File: config.mk
export PLATFORM = sky130hd
export DESIGN_NAME = ahb_sram_subordinate
export DESIGN_NICKNAME = d
export VERILOG_FILES = /design/src/rtl/ahb_sram_subordinate_pkg.sv /design/src/rtl/ahb_sram_bytemem.sv /design/src/rtl/ahb_sram_subordinate.sv
export SDC_FILE = /design/constraint.sdc
export NUM_CORES = 1
export LEC_CHECK = 0
export CORE_ASPECT_RATIO = 1.1
export CORE_MARGIN = 2
export CORE_UTILIZATION = 40
export DETAILED_ROUTE_END_ITERATION = 7
export GPL_ROUTABILITY_DRIVEN = 0
export HOLD_SLACK_MARGIN = 0.05
export MAX_ROUTING_LAYER = met4
export SKIP_CTS_REPAIR_TIMING = 1
export SLEW_MARGIN = 20
export SYNTH_ARGS = -nofsm -noshare
export SYNTH_HDL_FRONTEND = slang
export SYNTH_SLANG_ARGS = --single-unit
File: constraint.sdc
create_clock -name hclk -period 3.7 [get_ports hclk]
set_clock_uncertainty 0.2 [all_clocks]
set_input_delay 0.74 -clock hclk [delete_from_list [all_inputs] [get_ports hclk]]
set_output_delay 0.74 -clock hclk [all_outputs]
set_load 0.05 [all_outputs]
File: src/rtl/ahb_sram_subordinate_pkg.sv
// Shared AHB definitions: bus widths, htrans/hresp encodings and the SRAM
// subordinate FSM states.
package AhbGlobalPackage;

    localparam int unsigned ADDR_WIDTH  = 32;
    localparam int unsigned DATA_WIDTH  = 32;
    localparam int unsigned HPROT_WIDTH = 4;

    typedef enum logic [1:0] {
        HTRANS_IDLE   = 2'd0,
        HTRANS_BUSY   = 2'd1,
        HTRANS_NONSEQ = 2'd2,
        HTRANS_SEQ    = 2'd3
    } htrans_e;

    typedef enum logic {
        HRESP_OKAY  = 1'b0,
        HRESP_ERROR = 1'b1
    } hresp_e;

    typedef enum logic [1:0] {
        SRAM_IDLE,
        SRAM_WAIT,
        SRAM_ERR1,
        SRAM_ERR2
    } sram_state_e;

endpackage

File: src/rtl/ahb_sram_bytemem.sv
// Word-organised storage with per-byte write enables, combinational read
// and asynchronous clear of every word.
module ahb_sram_bytemem
    import AhbGlobalPackage::*;
#(
    parameter int unsigned MEM_DEPTH = 16,
    parameter int unsigned IDX_W     = $clog2(MEM_DEPTH)
) (
    input  logic                    clk,
    input  logic                    rst_n,
    input  logic                    we,
    input  logic [IDX_W-1:0]        addr,
    input  logic [DATA_WIDTH/8-1:0] strb,
    input  logic [DATA_WIDTH-1:0]   wdata,
    output logic [DATA_WIDTH-1:0]   rdata
);

    localparam int unsigned NB = DATA_WIDTH / 8;

    logic [DATA_WIDTH-1:0] mem [MEM_DEPTH];

    always_ff @(posedge clk or negedge rst_n) begin
        if (!rst_n) begin
            for (int unsigned i = 0; i < MEM_DEPTH; i++) begin
                mem[i] <= '0;
            end
        end else if (we) begin
            for (int unsigned b = 0; b < NB; b++) begin
                if (strb[b]) begin
                    mem[addr][8*b +: 8] <= wdata[8*b +: 8];
                end
            end
        end
    end

    assign rdata = mem[addr];

endmodule

File: src/rtl/ahb_sram_subordinate.sv
// AHB subordinate fronting a small SRAM: fixed wait states per OKAY transfer,
// two-cycle ERROR response for out-of-range, oversized or misaligned accesses.
module ahb_sram_subordinate
    import AhbGlobalPackage::*;
#(
    parameter int unsigned MEM_DEPTH   = 16,
    parameter int unsigned WAIT_STATES = 2
) (
    input  logic                    hclk,
    input  logic                    hresetn,
    input  logic                    hselx,
    input  logic [ADDR_WIDTH-1:0]   haddr,
    input  logic [1:0]              htrans,
    input  logic                    hwrite,
    input  logic [2:0]              hsize,
    input  logic [2:0]              hburst,
    input  logic [HPROT_WIDTH-1:0]  hprot,
    input  logic [DATA_WIDTH-1:0]   hwdata,
    input  logic [DATA_WIDTH/8-1:0] hwstrb,
    input  logic                    hready,
    output logic                    hreadyout,
    output logic                    hresp,
    output logic [DATA_WIDTH-1:0]   hrdata,
    output logic                    hexokay
);

    localparam int unsigned NB        = DATA_WIDTH / 8;
    localparam int unsigned BL        = $clog2(NB);
    localparam int unsigned IDX_W     = $clog2(MEM_DEPTH);
    localparam int unsigned MEM_BYTES = MEM_DEPTH * NB;

    sram_state_e             state, state_n;
    logic [3:0]              cnt, cnt_n;
    logic                    dphase;
    logic [ADDR_WIDTH-1:0]   addr_q;
    logic                    write_q;
    logic [2:0]              size_q;
    logic [NB-1:0]           strb_q;

    logic                    accept;
    logic                    misalign;
    logic                    xfer_err;
    logic                    done;
    logic                    mem_we;
    logic [DATA_WIDTH-1:0]   mem_rdata;
    logic                    unused_ok;

    assign accept = hselx && hready && hreadyout &&
                    (htrans inside {HTRANS_NONSEQ, HTRANS_SEQ});

    always_comb begin
        misalign = 1'b0;
        for (int unsigned i = 0; i < 8; i++) begin
            if ((i < 32'(hsize)) && haddr[i]) begin
                misalign = 1'b1;
            end
        end
    end

    assign xfer_err = misalign || (hsize > 3'(BL)) ||
                      (haddr >= ADDR_WIDTH'(MEM_BYTES));

    always_ff @(posedge hclk or negedge hresetn) begin
        if (!hresetn) begin
            state <= SRAM_IDLE;
            cnt   <= '0;
        end else begin
            state <= state_n;
            cnt   <= cnt_n;
        end
    end

    always_comb begin
        state_n = state;
        cnt_n   = cnt;
        case (state)
            SRAM_IDLE, SRAM_ERR2: begin
                state_n = SRAM_IDLE;
                if (accept) begin
                    if (xfer_err) begin
                        state_n = SRAM_ERR1;
                    end else if (WAIT_STATES > 0) begin
                        state_n = SRAM_WAIT;
                        cnt_n   = 4'(WAIT_STATES);
                    end
                end
            end
            SRAM_WAIT: begin
                cnt_n = cnt - 4'd1;
                if (cnt == 4'd1) begin
                    state_n = SRAM_IDLE;
                end
            end
            SRAM_ERR1: state_n = SRAM_ERR2;
            default:   state_n = SRAM_IDLE;
        endcase
    end

    // A data phase completes in the IDLE cycle that follows an accepted OKAY transfer.
    always_comb begin
        hreadyout = !((state == SRAM_WAIT) || (state == SRAM_ERR1));
        hresp     = ((state == SRAM_ERR1) || (state == SRAM_ERR2)) ? HRESP_ERROR : HRESP_OKAY;
        done      = (state == SRAM_IDLE) && dphase;
        mem_we    = done && write_q;
        hrdata    = (done && !write_q) ? mem_rdata : '0;
        hexokay   = 1'b0;
    end

    always_ff @(posedge hclk or negedge hresetn) begin
        if (!hresetn) begin
            dphase  <= 1'b0;
            addr_q  <= '0;
            write_q <= 1'b0;
            size_q  <= '0;
            strb_q  <= '0;
        end else if (accept) begin
            dphase  <= !xfer_err;
            addr_q  <= haddr;
            write_q <= hwrite;
            size_q  <= hsize;
            strb_q  <= hwstrb;
        end else if (done) begin
            dphase  <= 1'b0;
        end
    end

    ahb_sram_bytemem #(
        .MEM_DEPTH (MEM_DEPTH),
        .IDX_W     (IDX_W)
    ) u_mem (
        .clk   (hclk),
        .rst_n (hresetn),
        .we    (mem_we),
        .addr  (addr_q[BL +: IDX_W]),
        .strb  (strb_q),
        .wdata (hwdata),
        .rdata (mem_rdata)
    );

    assign unused_ok = ^{hburst, hprot, size_q, addr_q[BL-1:0],
                         addr_q[ADDR_WIDTH-1:BL+IDX_W]};

endmodule

# Word-level counts from Yosys, hierarchy flattened
# Index checks and enable logic that the tools add are counted.
[totals]
elab_cells = 111
reg_bits = 530
input_bits = 85
[op_classes]
n_mux = 40
bitwise_logic = 1
n_reduce_logical = 27
eq_ne = 9
magnitude_cmp = 11
add_sub_neg = 1
[ops]
columns = ["cell", "n"]
rows = [
  ["512-bit two-way mux", 7],
  ["512-bit bitwise mux", 4],
  ["32-bit demux with 4-bit select", 4],
  ["32-bit binary-select mux with 4-bit select", 1],
  ["32-bit two-way mux", 4],
  ["32-bit by 7-bit >= comparator with 1-bit output (second input constant)", 1],
  ["24-bit two-way mux", 1],
  ["16-bit two-way mux", 1],
  ["1-bit logical AND", 14],
  ["1-bit two-way mux", 10],
  ["3-bit < comparator (first input constant)", 3],
  ["2-bit equality test (second input constant)", 4],
  ["4-bit two-way mux", 2],
  ["8-bit two-way mux", 1],
  ["4-bit case mux with 2 select lines", 1],
  ["1-bit by 3-bit < comparator with 1-bit output (first input constant)", 2],
  ["2-bit by 3-bit < comparator with 1-bit output (first input constant)", 2],
  ["2-bit two-way mux", 3],
  ["2-bit inequality test (second input constant)", 3],
  ["2-bit case mux with 3 select lines", 1],
  ["2-bit nonzero test", 3],
  ["5-bit >= comparator (second input constant)", 1],
  ["5-bit by 1-bit < comparator with 1-bit output (second input constant)", 1],
  ["4-bit inverter with 5-bit output", 1],
  ["other kinds (9)", 14],
]

# Depth between registers and ports, before layout
# Gate-level depths: netlist (run 1).
[logic_depth]
ltp_word = 16
mapped_depth = 8

# Hierarchy
# A second synthesis (run 1) with hierarchy kept.
[hier_totals]
cells_unflattened = 1551
hier_area_um2 = 24721.2
[modules_own_cells]
columns = ["mod", "n_inst", "area_per_inst_um2", "cells_per_inst"]
rows = [
  ["ahb_sram_bytemem", 1, 23591.4, 1432],
  ["ahb_sram_subordinate", 1, 1129.8, 119],
]

# Worst setup path before layout (run 1)
# OpenSTA, ideal clock, no wires.
[synth_timing]
path_kind = "register to output"
startpoint = "reg addr_q[3]"
endpoint = "out hrdata[16]"
arrival_time_ns = 2.160
required_time_ns = 2.760
slack_ns = 0.600
path_stages_with_launch = 7
cell_sequence = "dfrtp_1 buf_2 buf_4 clkbuf_1 mux4_2 mux4_2 nor2b_1"
[synth_between]
elab_chain_cells = 5
[synth_rtl]
columns = ["element", "line_no", "rtl"]
rows = [
  ["from (decl)", "ahb_sram_subordinate.sv:35", "logic [ADDR_WIDTH-1:0] addr_q;"],
  ["from (signal assigned)", "ahb_sram_subordinate.sv:118", "addr_q <= haddr;"],
  ["4-bit inverter with 5-bit output (implied by the code)", "ahb_sram_bytemem.sv:36", "assign rdata = mem[addr];"],
  ["32-bit binary-select mux with 4-bit select", "ahb_sram_bytemem.sv:36", ""],
  ["32-bit two-way mux (implied by the code) (2 in series)", "ahb_sram_bytemem.sv:36", ""],
  ["32-bit two-way mux", "ahb_sram_subordinate.sv:105", "hrdata = (done && !write_q) ? mem_rdata : '0;"],
  ["to (decl)", "ahb_sram_subordinate.sv:23", "output logic [DATA_WIDTH-1:0] hrdata,"],
]
# No other way between the ends. The select of a mux whose other input is x is not followed.

# Worst setup path after layout (run 1)
[layout_timing]
startpoint = "reg addr_q[2]"
endpoint = "out hrdata[6]"
# Same word-level chain as after synthesis.

==> results of run 1 <==
-- per-layer routing --
metal,part of all wire,global-route usage,vias to the layer above
li1,-,-,5828
met5,0,-,-
met2,0.51,0.331,261
met4,0.024,0.0486,0
met3,0.037,0.0283,82
met1,0.43,0.248,7335
-- power by group through the flow --
stage               sequential [mW]  combinational, mW  clock [mW]
finish                         6.49               4.85        5.31
global route                   6.54               5.16        5.68
CTS                            6.51               4.40        5.47
detailed placement             6.62               4.39           0
global placement               6.59               4.37           0
floorplan                      6.26               3.31           0
-- cell usage after synthesis, drive strengths merged (3+ instances only) --
cell / instances
dfrtp: 528
mux2: 521
mux4: 160
nand2: 54
clkbuf: 48
buf: 37
nor2b: 32
nor2: 28
inv: 8
nor4: 8
nor3: 7
ha: 6
or2: 5
and2: 4
nand2b: 4
a21oi: 3
nand3b: 3
-- registers in the layout (all words and copies together) (netlist names) --
register / flops
u_mem.mem: 512
addr_q: 4
dphase: 1
cnt: 4
strb_q: 4
state: 2
write_q: 1
-- cell families (layout without fill, tap and decap cells) --
family | count (synthesis) | count (layout) | share of synthesized area
compound gates | 13 | 13 | 0.00399
fa+ha+maj | 6 | 6 | 0.00311
buf+inv | 93 | 273 | 0.0168
flops | 528 | 528 | 0.547
mux | 681 | 681 | 0.392
other cells | 1 | 3 | 0.000155
simple gates | 153 | 153 | 0.0361
-- stage by stage --
step,util,hold slack (ns)
final,0.477,0.280
after global routing,0.477,0.293
after CTS,0.469,-0.0151
after detailed placement,0.440,0.269
after global placement,0.440,0.262
after floorplan,-,0.244
-- how the worst max path moves through the flow --
stage                       endpoint  slack [ns]  cells after the start
final                      hrdata[6]       -0.06                      6
after global routing      hrdata[13]       -0.13                      6
after CTS                  hrdata[5]       -0.25                      6
after global placement     hrdata[5]        0.40                      6
after floorplan           hrdata[16]        0.60                      6
after detailed placement   hrdata[5]        0.39                      6
-- critical path, delay by kind of cell, from the launching register on --
family,cells,cell delay (ns)
muxes,2,0.97
buffers and inverters,3,0.59
DFF,1,0.48
and+or+nand+nor,1,0.17
-- cell type report --
class | count | area share
repair buffers | 170 | 0.0719
well taps | 768 | 0.0337
inverters | 8 | 0.00105
diodes | 2 | 0.000175
clock inverters | 3 | 0.000526
multi-input cells | 854 | 0.369
clock buffers | 92 | 0.0602
flip-flops and latches | 528 | 0.464
==> summary.md, run 1 <==
| Metric | Value |
|---|---|
| Number of flops mapped to enable cells by yosys | 0 |
| Initial detailed-routing violation count | 792 |
| Most area-consuming cells after synthesis | dfrtp_1, mux2_2, mux4_2 |
| Commonest non-fill, non-tap cell in the layout | dfrtp_1 |
| Total via count in the routed design | 13,500 |
| Most area-hungry cell type in the Yosys netlist | dfrtp_1 |
| Final instance area | 0.0285 mm² |
| Type of destination of the critical path | output pin |
| Critical path's largest stage delay | 0.51 ns |
| Die ar. | 0.0623 mm² |
| TritonCTS clock tree | done |
| Post-synthesis sequential area ratio | 0.547 |
| Vias in the first global route | 14,600 |
| Comb power frac | 0.291 |
| Status | finished with violations |
| Area taken by multi-input logic gates | 0.0105 mm² |
| Clock Sinks | 528 |
| Largest voltage drop on the vdd net | 438 µV |
| Cells along the critical path | buf_12 > clkbuf_16 > mux4_2 > mux4_2 > nor2b_1 > buf_6 |
| Sw Pwr | 4.64 mW |
| Fraction of power spent switching nets | 0.279 |
| Detailed Route WL | 58,200 µm |
| RR Startpoint | addr_q[5] |
| Setup TNS Final | -0.674 ns |
| Max Fanout on Critical Path | 11 |
| Setup slack on the worst flop-to-flop path | 0.62 ns |
| Share of total power in sequential cells | 0.390 |
| Final slew viol count | 0 |
| Worst R2R End | u_mem.mem[459] |
| Worst Setup Start Kind | flop |
| PwrDens | 584 mW/mm² |
| Post-placement cell area | 0.0263 mm² |
| Area added between synthesis and finish | 18.2% |
| Hold Startpoint | u_mem.mem[12] |
| Number of H-tree branching levels | 2 |
| Routed WL per cell | 24.0 µm |
| Total overflow reported by the global router | 0 |
| Fraction of synthesis flops using an asynchronous set or reset pin | 1.00 |
| Clock latency reported for the late side of the worst-skew pair | 0.60 ns |
| Classification of the worst-slack hold path | flop to flop |
| Most used DFF post-synth | dfrtp_1 |
| Post-layout instance count excluding filler cells | 2,425 |
| Post-synthesis cell area | 0.0241 mm² |
| First-pass GRT wire length | 88,900 µm |
| Mean cell area of the mapped netlist | 16.4 µm² |
| R2R cell count | 4 |
| Post-synthesis cell count | 1,475 |
| Number of warning messages in the yosys log | 0 |
| Number of fill cells in the layout | 5,113 |
| Worst endpoint data arrival time | 2.82 ns |
| Clock-pin slew reported for the worst setup and hold paths after clock tree synthesis | 0.06 ns |
| Placed instance count | 2,307 |
| Row count | 94 |
| Antenna violations before repair | 2 |
| Slew headroom | 0.348 |
| HPWL Detailed | 35,900 µm |
| Post-layout power | 16.7 mW |
| Worst-margin pin slew | 0.978 ns |
| Share of power burned in the clock network | 0.319 |
| Final Critical Period | 3.76 ns |
| Net count of the mapped netlist | 1,566 |
| Clock Root Buffer | clkbuf_16 |
| Input/output buffers | 110 |
| Via density per instance | 5.57 |
| Max-cap violations | 0 |
| Pre-CTS worst setup slack | 0.395 ns |
| Critical setup path kind | flop to output pin |
| Sequential cell area in the final layout | 0.0132 mm² |
| Fraction of final layout cells sized beyond drive strength 1 | 0.505 |
| Worst setup path start | addr_q[2] |
| Flip-flop and latch count after synthesis | 528 |
| Height of the die | 262 µm |
| Post-DRT Antenna Nets | 0 |
| Initial cell density of the core | 0.404 |
| Pin count of the biggest net entering global routing | 91 |
| Cell occurring most often along the worst timing path | mux4_2 |
| Final hold violation count | 0 |
| Violations in the final reports | setup timing |
| Cell internal power dissipation | 12.0 mW |
| Area share of the largest cell type after synthesis | 0.547 |
| Combined global-route utilization of all metal layers | 0.195 |
| Floorplan core area | 0.0597 mm² |
| RSZ-0062 raised after global routing | true |
| Setup Viol. Count Final | 26 |
| Clock Tree Buf Depth | 3 |
| Length of the first detailed-routing pass in iterations | 4 |
| Number of cells on the worst hold path | 1 |
| DRC Markers | 0 |
| Slowest stage cell on the critical path | mux4_2 |
| F_max | 266 MHz |
| Number of clock buffers inserted by TritonCTS | 54 |
| Distinct cells, synth | 41 |
| Die width | 238 µm |
| Critical Path RT | 2.76 ns |
| End point of the worst hold path | u_mem.mem[12] |
| Fraction of the cycle the final worst path needs | 1.02 |
| Final worst setup slack | -0.0622 ns |
| Static leakage | 12.1 nW |
| Number of nets in the layout | 1,707 |
| I/O pin count | 120 |
| Commonest cells after routing, fill and taps aside | dfrtp_1, mux2_2, mux4_2 |
(Power assumes the default switching activity.)
==> run 2, diff against run 1 <==
--- a/config.mk
+++ b/config.mk
@@ -7,11 +7,12 @@
 export LEC_CHECK = 0
 export CORE_ASPECT_RATIO = 1.1
 export CORE_MARGIN = 2
-export CORE_UTILIZATION = 40
+export CORE_UTILIZATION = 55
 export DETAILED_ROUTE_END_ITERATION = 7
 export GPL_ROUTABILITY_DRIVEN = 0
 export HOLD_SLACK_MARGIN = 0.05
 export MAX_ROUTING_LAYER = met4
+export PLACE_DENSITY = 0.74
 export SKIP_CTS_REPAIR_TIMING = 1
 export SLEW_MARGIN = 20
 export SYNTH_ARGS = -nofsm -noshare
==> run 2 against run 1 <==
Net effect: the run still ends with setup timing left; final cell count is 8.0% lower; cell area decreased by 0.98%; flip-flop and latch count stayed put; highest routed layer unchanged; clock-buffer cell count decreased by 12; largest power group unchanged; via count down 0.10%; clock power rose by 6.8%.
==> summary.md, run 2 (same netlist as run 1, synthesis figures left out) <==
| Metric | Value |
|---|---|
| I/O pin count | 120 |
| Commonest cells after routing, fill and taps aside | dfrtp_1, mux2_2, mux4_2 |
| Initial cell density of the core | 0.557 |
| Register with the highest flop count | u_mem.mem |
| Total via count in the routed design | 13,500 |
| Height of the die | 224 µm |
| Classification of the worst-slack hold path | flop to flop |
| Combined global-route utilization of all metal layers | 0.252 |
| Area added between synthesis and finish | 17.0% |
| Final worst setup slack | -0.0720 ns |
| TritonCTS clock tree | done |
| First-pass GRT wire length | 84,200 µm |
| Final instance area | 0.0282 mm² |
| RR Startpoint | addr_q[2] |
| Worst endpoint data arrival time | 2.83 ns |
| Final hold violation count | 0 |
| Pin count of the biggest net entering global routing | 109 |
| Max-cap violations | 0 |
| Violations in the final reports | setup timing |
| PwrDens | 598 mW/mm² |
| Floorplan core area | 0.0433 mm² |
| Vias in the first global route | 14,400 |
| Setup Viol. Count Final | 17 |
| Fraction of final layout cells sized beyond drive strength 1 | 0.512 |
| Number of fill cells in the layout | 3,072 |
| Via density per instance | 6.05 |
| Number of nets in the layout | 1,703 |
| Detailed Route WL | 54,800 µm |
| Hold Startpoint | u_mem.mem[262] |
| Max Fanout on Critical Path | 5 |
| Post-placement cell area | 0.0260 mm² |
| End point of the worst hold path | u_mem.mem[262] |
| Setup slack on the worst flop-to-flop path | 0.72 ns |
| Initial detailed-routing violation count | 966 |
| Input/output buffers | 110 |
| Slew headroom | 0.487 |
| Commonest non-fill, non-tap cell in the layout | dfrtp_1 |
| Total overflow reported by the global router | 0 |
| Critical Path RT | 2.76 ns |
| Critical setup path kind | flop to output pin |
| R2R cell count | 6 |
| Worst R2R End | u_mem.mem[426] |
| Clock Sinks | 528 |
| Worst-margin pin slew | 0.769 ns |
| Static leakage | 12.1 nW |
| Antenna violations before repair | 1 |
| Fraction of the cycle the final worst path needs | 1.02 |
| Die ar. | 0.0456 mm² |
| Type of destination of the critical path | output pin |
| Clock-pin slew reported for the worst setup and hold paths after clock tree synthesis | 0.06 ns |
| RSZ-0062 raised after global routing | true |
| Status | finished with violations |
| DRC Markers | 0 |
| Number of cells on the worst hold path | 1 |
| Routed WL per cell | 24.6 µm |
| Clock latency reported for the late side of the worst-skew pair | 0.60 ns |
| Clock Root Buffer | clkbuf_16 |
| Number of flip-flops under the largest register name | 512 |
| Worst hold-check slack | 0.283 ns |
| Die width | 204 µm |
| Clock Tree Buf Depth | 3 |
| Number of H-tree branching levels | 2 |
| HPWL Detailed | 32,900 µm |
| Number of clock buffers inserted by TritonCTS | 54 |
| Final slew viol count | 0 |
| Largest voltage drop on the vdd net | 609 µV |
| F_max | 265 MHz |
| Worst Setup Start Kind | flop |
| Row count | 80 |
| Length of the first detailed-routing pass in iterations | 5 |
| Final Critical Period | 3.77 ns |
| Post-DRT Antenna Nets | 0 |
==> run 2: cell type report <==
class	count	area (µm²)	share of cell area
Clock buffer	80	1640	0.0581
Inverter	8	30.0	0.00106
Sequential cell	528	13200	0.468
Tap cell	574	718	0.0254
Antenna cell	1	2.50	0.0000886
Multi-Input combinational cell	854	10500	0.373
Clock inverter	19	235	0.00833
Timing Repair Buffer	166	1870	0.0661
==> run 2: report_power, final <==
| part | total, mW | internal (mW) | switching [mW] |
|---|---|---|---|
| sequential | 6.36 | 6.06 | 0.300 |
| combinational | 4.85 | 2.78 | 2.07 |
| clock | 5.67 | 3.41 | 2.26 |
| total | 16.9 | 12.3 | 4.63 |
==> run 2: how the worst max path moves through the flow <==
stage,end,slack [ns],startpoint,cells past startpoint
after CTS,hrdata[23],-0.21,addr_q[3],5
final,hrdata[8],-0.07,addr_q[2],6
after global placement,hrdata[26],0.43,addr_q[2],5
after detailed placement,hrdata[26],0.44,addr_q[2],5
after global routing,hrdata[9],-0.13,addr_q[2],6
after floorplan,hrdata[16],0.60,addr_q[3],6
==> run 2: per-stage QoR <==
stage | total power [mW] | instances | setup WS, ns | setup TNS, ns | util
detailed placement | 10.9 | 2107 | 0.437 | 0 | 0.599
global route | 17.6 | 2230 | -0.129 | -2.94 | 0.652
CTS | 16.6 | 2206 | -0.210 | -4.12 | 0.643
global placement | 10.8 | 2107 | 0.433 | 0 | 0.599
floorplan | 9.57 | 1475 | 0.600 | 0 | -
finish | 16.9 | 2230 | -0.0720 | -0.588 | 0.652
==> run 2: routing by layer <==
layer	up-vias	GRT usage	wire (µm)
li1	5833	-	-
met1	7271	0.338	23300
met2	291	0.394	27300
met3	97	0.0543	3050
met4	0	0.0678	1210
met5	-	-	0
==> run 2: worst max-delay path, stage by stage, from the launching register on <==
cell and delay, ns:
dfrtp_4 0.49, buf_4 0.22, buf_6 0.19, mux4_2 0.51
mux4_2 0.48, nor2b_1 0.14, buf_4 0.19
